--- src/rtl/blk_match_pkg.sv ---
`default_nettype none
// +--------------------------------------------------------------------------+
// | blk_match_pkg : shared types and helpers for the block-match scheduler   |
// | Rev 1.0                                                                  |
// +--------------------------------------------------------------------------+
package blk_match_pkg;

    typedef enum logic [1:0] {
        SCHED_IDLE  = 2'd0,
        SCHED_RUN   = 2'd1,
        SCHED_DRAIN = 2'd2
    } sched_state_t;

    localparam int DEF_FRAME_W  = 240;
    localparam int DEF_FRAME_H  = 240;
    localparam int DEF_BLK_W    = 16;
    localparam int BLKS_PER_ROW = DEF_FRAME_W / DEF_BLK_W;
    localparam int BLK_ROWS     = DEF_FRAME_H / DEF_BLK_W;

    // Like $clog2 but never returns 0, so a single-entry index still has a bit.
    function automatic int clog2_min1(input int value);
        return (value <= 2) ? 1 : $clog2(value);
    endfunction

endpackage
`default_nettype wire

--- src/rtl/blk_match_scheduler_credit.sv ---
`default_nettype none
// +--------------------------------------------------------------------------+
// | blk_credit_counter : saturating up/down counter with programmable init   |
// | Rev 1.0                                                                  |
// +--------------------------------------------------------------------------+
module blk_credit_counter #(
    parameter int WIDTH    = 3,
    parameter int MAX_VAL  = 6,
    parameter int INIT_VAL = 6
) (
    input  logic             clk,
    input  logic             reset,
    input  logic             inc,
    input  logic             dec,
    output logic [WIDTH-1:0] count
);

    localparam logic [WIDTH-1:0] C_MAX  = WIDTH'(MAX_VAL);
    localparam logic [WIDTH-1:0] C_INIT = WIDTH'(INIT_VAL);

    logic [WIDTH-1:0] r_count;

    // Simultaneous inc and dec cancel; inc at max and dec at zero are dropped.
    always_ff @(posedge clk) begin
        if (reset) begin
            r_count <= C_INIT;
        end else if (inc && !dec && (r_count != C_MAX)) begin
            r_count <= r_count + 1'b1;
        end else if (dec && !inc && (r_count != '0)) begin
            r_count <= r_count - 1'b1;
        end
    end

    assign count = r_count;

endmodule
`default_nettype wire

--- src/rtl/blk_match_scheduler.sv ---
`default_nettype none
// +--------------------------------------------------------------------------+
// | blk_match_scheduler : raster-order job issue / in-order result collect   |
// | across NUM_ENG matcher engines. Optional stats: SCHED_STATS_EN.          |
// | Rev 1.0                                                                  |
// +--------------------------------------------------------------------------+
module blk_match_scheduler
    import blk_match_pkg::*;
#(
    parameter int FRAME_W      = 240,
    parameter int FRAME_H      = 240,
    parameter int BLK_W        = 16,
    parameter int NUM_ENG      = 4,
    parameter int BUF_BLK_ROWS = 6
) (
    input  logic                                       clk,
    input  logic                                       reset,
    input  logic                                       frame_start,
    output logic [NUM_ENG-1:0]                         job_valid,
    input  logic [NUM_ENG-1:0]                         job_ready,
    output logic [clog2_min1(FRAME_W/BLK_W)-1:0]       job_col,
    output logic [clog2_min1(FRAME_H/BLK_W)-1:0]       job_row,
    input  logic [NUM_ENG-1:0]                         res_valid,
    output logic [NUM_ENG-1:0]                         res_ack,
    output logic [clog2_min1(NUM_ENG)-1:0]             res_sel,
    output logic                                       xors_valid,
    input  logic                                       row_released,
    output logic                                       busy,
    output logic                                       frame_done
`ifdef SCHED_STATS_EN
    ,
    output logic [31:0]                                stall_credit_cnt,
    output logic [31:0]                                stall_eng_cnt
`endif
);

    localparam int COLS  = FRAME_W / BLK_W;
    localparam int ROWS  = FRAME_H / BLK_W;
    localparam int COL_W = clog2_min1(COLS);
    localparam int ROW_W = clog2_min1(ROWS);
    localparam int PTR_W = clog2_min1(NUM_ENG);
    localparam int CRD_W = clog2_min1(BUF_BLK_ROWS + 1);
    localparam int OUT_W = clog2_min1(NUM_ENG + 1);

    localparam logic [1:0] ST_IDLE  = 2'(SCHED_IDLE);
    localparam logic [1:0] ST_RUN   = 2'(SCHED_RUN);
    localparam logic [1:0] ST_DRAIN = 2'(SCHED_DRAIN);

    logic [1:0]       r_state;
    logic             r_armed;
    logic [COL_W-1:0] r_col;
    logic [ROW_W-1:0] r_row;
    logic [PTR_W-1:0] r_issue_ptr;
    logic [PTR_W-1:0] r_coll_ptr;
    logic [CRD_W-1:0] w_credits;
    logic [OUT_W-1:0] w_outstanding;

    logic w_last_col, w_last_row, w_credit_ok, w_eng_free;
    logic w_can_issue, w_accept, w_collect, w_last_result;

    function automatic logic [PTR_W-1:0] next_ptr(input logic [PTR_W-1:0] ptr);
        return (ptr == PTR_W'(NUM_ENG - 1)) ? '0 : ptr + 1'b1;
    endfunction

    assign w_last_col  = (r_col == COL_W'(COLS - 1));
    assign w_last_row  = (r_row == ROW_W'(ROWS - 1));
    // A credit buys a whole block row, so only the row's first job needs one.
    assign w_credit_ok = (w_credits != '0) || (r_col != '0);
    assign w_eng_free  = (w_outstanding != OUT_W'(NUM_ENG));

    // r_armed holds off the first offer one cycle after entering RUN.
    assign w_can_issue = (r_state == ST_RUN) && r_armed && w_credit_ok && w_eng_free && !reset;
    assign w_accept    = w_can_issue && job_ready[r_issue_ptr];

    assign w_collect     = ((r_state == ST_RUN) || (r_state == ST_DRAIN)) && !reset
                           && (w_outstanding != '0) && res_valid[r_coll_ptr];
    assign w_last_result = w_collect && (r_state == ST_DRAIN) && (w_outstanding == OUT_W'(1));

    assign job_valid  = w_can_issue ? (NUM_ENG'(1) << r_issue_ptr) : '0;
    assign job_col    = r_col;
    assign job_row    = r_row;
    assign res_ack    = w_collect ? (NUM_ENG'(1) << r_coll_ptr) : '0;
    assign res_sel    = r_coll_ptr;
    assign xors_valid = w_collect;
    assign busy       = (r_state != ST_IDLE);
    assign frame_done = w_last_result;

    always_ff @(posedge clk) begin
        if (reset) begin
            r_state     <= ST_IDLE;
            r_armed     <= 1'b0;
            r_col       <= '0;
            r_row       <= '0;
            r_issue_ptr <= '0;
            r_coll_ptr  <= '0;
        end else begin
            r_armed <= (r_state == ST_RUN);
            case (r_state)
                ST_IDLE: begin
                    if (frame_start) begin
                        r_state     <= ST_RUN;
                        r_col       <= '0;
                        r_row       <= '0;
                        r_issue_ptr <= '0;
                        r_coll_ptr  <= '0;
                    end
                end
                ST_RUN: begin
                    if (w_accept && w_last_col && w_last_row) begin
                        r_state <= ST_DRAIN;
                    end
                end
                ST_DRAIN: begin
                    if (w_last_result) begin
                        r_state <= ST_IDLE;
                    end
                end
                default: r_state <= ST_IDLE;
            endcase
            if (w_accept) begin
                r_issue_ptr <= next_ptr(r_issue_ptr);
                if (w_last_col) begin
                    r_col <= '0;
                    r_row <= w_last_row ? '0 : r_row + 1'b1;
                end else begin
                    r_col <= r_col + 1'b1;
                end
            end
            if (w_collect) begin
                r_coll_ptr <= next_ptr(r_coll_ptr);
            end
        end
    end

    blk_credit_counter #(
        .WIDTH    (CRD_W),
        .MAX_VAL  (BUF_BLK_ROWS),
        .INIT_VAL (BUF_BLK_ROWS)
    ) u_credits (
        .clk   (clk),
        .reset (reset),
        .inc   (row_released),
        .dec   (w_accept && (r_col == '0)),
        .count (w_credits)
    );

    blk_credit_counter #(
        .WIDTH    (OUT_W),
        .MAX_VAL  (NUM_ENG),
        .INIT_VAL (0)
    ) u_outstanding (
        .clk   (clk),
        .reset (reset),
        .inc   (w_accept),
        .dec   (w_collect),
        .count (w_outstanding)
    );

`ifdef SCHED_STATS_EN
    logic        w_run_armed;
    logic [31:0] r_stall_credit;
    logic [31:0] r_stall_eng;

    assign w_run_armed = (r_state == ST_RUN) && r_armed;

    always_ff @(posedge clk) begin
        if (reset || ((r_state == ST_IDLE) && frame_start)) begin
            r_stall_credit <= '0;
            r_stall_eng    <= '0;
        end else begin
            if (w_run_armed && !w_credit_ok) begin
                r_stall_credit <= r_stall_credit + 32'd1;
            end
            if (w_run_armed && w_credit_ok && !w_accept) begin
                r_stall_eng <= r_stall_eng + 32'd1;
            end
        end
    end

    assign stall_credit_cnt = r_stall_credit;
    assign stall_eng_cnt    = r_stall_eng;
`endif

endmodule
`default_nettype wire

--- config.mk ---
export PLATFORM = sky130hd
export DESIGN_NAME = blk_match_scheduler
export DESIGN_NICKNAME = d
export VERILOG_FILES = /design/src/rtl/blk_match_pkg.sv /design/src/rtl/blk_match_scheduler_credit.sv /design/src/rtl/blk_match_scheduler.sv
export SDC_FILE = /design/constraint.sdc
export NUM_CORES = 1
export LEC_CHECK = 0
export ABC_CLOCK_PERIOD_IN_PS = 4640
export BUFFER_PORTS_ARGS = -buffer_cell sky130_fd_sc_hd__buf_4
export CAP_MARGIN = 20
export CORE_MARGIN = 2
export CORE_UTILIZATION = 25
export DETAILED_ROUTE_END_ITERATION = 6
export PLACE_DENSITY = 0.5
export SETUP_SLACK_MARGIN = 0.5
export SLEW_MARGIN = 0
export SYNTH_ARGS = -nofsm -noshare
export SYNTH_HDL_FRONTEND = slang
export SYNTH_SLANG_ARGS = --single-unit
export TNS_END_PERCENT = 50
--- constraint.sdc ---
create_clock -name clk -period 4.64 [get_ports clk]
set_input_delay 0 -clock clk [delete_from_list [all_inputs] [get_ports clk]]
set_output_delay 0 -clock clk [all_outputs]
set_load 0.05 [all_outputs]
==> impl_metrics.env <==
export IMPL_run_status="finished clean"
export IMPL_final_standard_cell_count_with_taps_included_and_fillers_excluded=288
export IMPL_async_flop_share_pct=0
export IMPL_worst_r2r_path_depth=7
export IMPL_cell_count_after_synthesis=183
export IMPL_post_synth_and_or_nand_nor_area_fraction_pct=27.59
export IMPL_grt_pass1_wl_um=5692
export IMPL_area_share_of_fa_ha_maj_cells_after_synthesis_pct=16.82
export IMPL_initialDrtViolationCount=98
export IMPL_place_congestion=0.8150
export IMPL_post_synthesis_mean_instance_area_um2=8.376
export IMPL_detailed_place_hpwl_um=2635
export IMPL_tritoncts="yes"
export IMPL_compound_gate_fraction_of_synth_area_pct=15.67
export IMPL_tritoncts_num_buffers=3
export IMPL_dr_total_vias=1327
export IMPL_timing_rr_start="r_issue_ptr[0]$_SDFFE_PP0P_"
export IMPL_boundaryPins=33
export IMPL_standard_cell_area_after_detailed_placement_um2=1843
export IMPL_critical_path_reg2reg_endpoint="u_credits.count[1]$_SDFFE_PP1P_"
export IMPL_cts_htree_levels=1
export IMPL_power_per_cell_area_nw_per_um2=325.8
export IMPL_dieHeight_um=82.30
export IMPL_final_design_area_no_fill_um2=1888
export IMPL_pin_count_of_the_biggest_net_entering_global_routing=29
export IMPL_critPathLaunch="r_issue_ptr[0]$_SDFFE_PP0P_"
export IMPL_dieArea_um2=6773
export IMPL_hp_class="in -> reg"
export IMPL_cap_viol_max_count=0
export IMPL_clkSinkCount=21
export IMPL_cell_area_after_synthesis_um2=1533
export IMPL_dieWidth_um=82.30
export IMPL_wl_um=3420
export IMPL_achievable_frequency_mhz=314.6
export IMPL_gr_total_overflow=0
export IMPL_routed_wire_length_per_instance_um=11.88
export IMPL_synth_warnings=0
export IMPL_initial_utilization_pct=25.89
export IMPL_clockBufferDepth=2
export IMPL_clkSlewWorstSetupHoldPaths_ns=0.08
export IMPL_fin_total_pwr_mw=0.6151
export IMPL_post_route_cells_drive_above_1_share_pct=19.25
export IMPL_synth_fp_nets=215
export IMPL_synth_enable_flop_cells=0
export IMPL_vdd_drop_max_v=0.0002245
export IMPL_antenna_left=0
export IMPL_synth_lib_cells_used_distinct=44
export IMPL_synth_top_family_by_area="simple AND/OR/NAND/NOR gates"
export IMPL_via_per_inst=4.608
export IMPL_area_used_by_multi_input_combinational_logic_um2=1032
export IMPL_dp_cells=284
export IMPL_critPathRequiredTime_ns=4.78
export IMPL_port_buffers=32
export IMPL_yosysTopAreaCellShare_pct=27.43
export IMPL_crit_type="reg -> reg"
export IMPL_tightestPinTransition_ns=0.6773
export IMPL_post_cts_hold_buffer_count=0
export IMPL_worstHoldStart="row_released"
export IMPL_critical_path_max_fanout=6
export IMPL_yosys_top_cells_area="sky130_fd_sc_hd__dfxtp_1, sky130_fd_sc_hd__ha_1, sky130_fd_sc_hd__a21oi_1"
export IMPL_yosysSeqAreaShare_pct=27.43
export IMPL_number_of_global_route_vias_before_repair=1212
export IMPL_min_delay_worst_endpoint="u_credits.count[1]$_SDFFE_PP1P_"
export IMPL_hold_depth=4
export IMPL_setup_tns_ns=0
export IMPL_cts_root_buffer="sky130_fd_sc_hd__clkbuf_8"
export IMPL_detail_route_drc_violations=0
export IMPL_grt_antenna_before_repair=0
export IMPL_ys_ff_latch=21
export IMPL_grt_usage_pct=10.78
export IMPL_fin_worst_skew_ns=0.003288
export IMPL_finalCritPeriodShare_pct=68.51
export IMPL_clk_insertion_delay_late_ns=0.26
export IMPL_synth_mux_area_share_pct=6.122
export IMPL_report_final_hold_viol_count=0
export IMPL_final_period_minus_worst_setup_slack_ns=3.179
export IMPL_arrival_ns=3.32
export IMPL_firstDrtPassIters=5
export IMPL_worst_r2r_setup_slack_ns=1.46
export IMPL_row_count=28
export IMPL_area_growth_pct=23.18
export IMPL_final_max_slew_viol_count=0
export IMPL_design_final_nets=246
export IMPL_p_leak_nw=0.8058
export IMPL_critPathLaunchType="flop"
export IMPL_synth_main_ff_cell="sky130_fd_sc_hd__dfxtp_1"
export IMPL_layout_area_seq_um2=420.4
export IMPL_synth_area_leader_cell="sky130_fd_sc_hd__dfxtp_1"
export IMPL_setup_viol=0
export IMPL_core_region_area_um2=5921
export IMPL_rsz_0062_raised_after_global_routing="false"
export IMPL_setup_worst_path_end_class="flop"
export IMPL_relSlewSlack_pct=54.80
export IMPL_cts_resized=0
export IMPL_filler_cell_count=632
export IMPL_post_synth_xor_xnor_area_pct=1.143
export IMPL_postCtsSetupBuffers=0
export IMPL_antenna_cells=0
[sequential cells by signal, indices dropped and copies added, names as in the netlist]
signal,cells
job_col,4
job_row,4
u_credits.count,3
u_outstanding.count,3
r_issue_ptr,2
r_state,2
res_sel,2
r_armed,1
[kinds of logic (layout without fill, tap and decap cells)]
family                   after synthesis  count (layout)
buffers and inverters                 21              51
AND/OR/NAND/NOR                       76              76
XOR/XNOR                               2               2
flip-flops                            21              21
adder cells (fa/ha/maj)               20              20
multiplexers                           8               8
AO/OA/AOI/OAI                         35              35
[layout make-up]
cell class,count,share of cell area (%)
timing repair buffer,32,12.72
multi-input combinational,141,54.67
inverter,15,2.982
clock buffer,4,2.386
sequential,21,22.27
tap,75,4.970
[synthesized netlist by cell type (5+ instances only)]
master                      n
sky130_fd_sc_hd__dfxtp_1   21
sky130_fd_sc_hd__ha_1      19
sky130_fd_sc_hd__inv_1     15
sky130_fd_sc_hd__nor2_1    13
sky130_fd_sc_hd__a21oi_1   12
sky130_fd_sc_hd__nand2_1   12
sky130_fd_sc_hd__and3_1     7
sky130_fd_sc_hd__nand3_1    7
sky130_fd_sc_hd__mux2i_1    6
sky130_fd_sc_hd__nand2b_1   6
sky130_fd_sc_hd__nor2b_1    6
sky130_fd_sc_hd__clkbuf_1   5
sky130_fd_sc_hd__nor3_1     5
[power breakdown]
part / leakage [nW] / internal (mW) / switching (mW) / total, mW
clock network: 0.0228 / 0.0612 / 0.0635 / 0.125
registers: 0.170 / 0.205 / 0.0263 / 0.232
logic: 0.613 / 0.109 / 0.149 / 0.259
[worst max-delay path by stage]
stage / endpoint / slack (ns) / cells after the start
floorplan: u_credits.count[1]$_SDFFE_PP1P_ / 1.51 / 9
global placement: u_credits.count[1]$_SDFFE_PP1P_ / 1.55 / 7
detailed placement: u_credits.count[1]$_SDFFE_PP1P_ / 1.49 / 7
CTS: u_credits.count[1]$_SDFFE_PP1P_ / 1.46 / 7
global route: u_credits.count[1]$_SDFFE_PP1P_ / 1.27 / 7
finish: u_credits.count[1]$_SDFFE_PP1P_ / 1.46 / 7
[through the flow]
| stage | setup WS [ns] | util (%) | hold slack (ns) |
|---|---|---|---|
| 3_5_place_dp | 1.486 | 31.13 | 0.3666 |
| 3_3_place_gp | 1.551 | 31.13 | 0.3553 |
| 4_1_cts | 1.460 | 31.89 | 0.09244 |
| 2_1_floorplan | 1.512 | - | 0.2228 |
| 6_report | 1.461 | 31.89 | 0.09837 |
| 5_1_grt | 1.272 | 31.89 | 0.1142 |
[critical path, cell delays in order (launching register included)]
cell                       delay (ns)
sky130_fd_sc_hd__dfxtp_1         0.44
sky130_fd_sc_hd__mux4_2          0.59
sky130_fd_sc_hd__and3_4          0.19
sky130_fd_sc_hd__a221oi_1        0.43
sky130_fd_sc_hd__inv_1           0.11
sky130_fd_sc_hd__fa_1            0.48
sky130_fd_sc_hd__o311a_1         0.36
sky130_fd_sc_hd__or4_1           0.45
[routing by layer]
metal  global-route usage, %  routed length [µm]  vias to the layer above
met5                       0                   0                        -
met4                   1.667                  15                        0
met1                   14.64                1687                      597
met3                   2.826                 104                        2
li1                        -                   -                      713
met2                   17.42                1612                       15
[cells in the final DEF (no fill, tap or decap), types with 3 or more instances in the layout]
cell type and count:
sky130_fd_sc_hd__a21oi_1 12, sky130_fd_sc_hd__and2_1 4, sky130_fd_sc_hd__and3_1 7, sky130_fd_sc_hd__buf_4 32, sky130_fd_sc_hd__clkbuf_8 3, sky130_fd_sc_hd__dfxtp_1 21
sky130_fd_sc_hd__ha_1 19, sky130_fd_sc_hd__inv_1 15, sky130_fd_sc_hd__mux2i_1 6, sky130_fd_sc_hd__nand2_1 12, sky130_fd_sc_hd__nand2b_1 6, sky130_fd_sc_hd__nand3_1 7
sky130_fd_sc_hd__nor2_1 13, sky130_fd_sc_hd__nor2b_1 6, sky130_fd_sc_hd__nor3_1 5, sky130_fd_sc_hd__nor3b_1 3, sky130_fd_sc_hd__o21ai_0 4
Power figures use the tool's default switching activity.
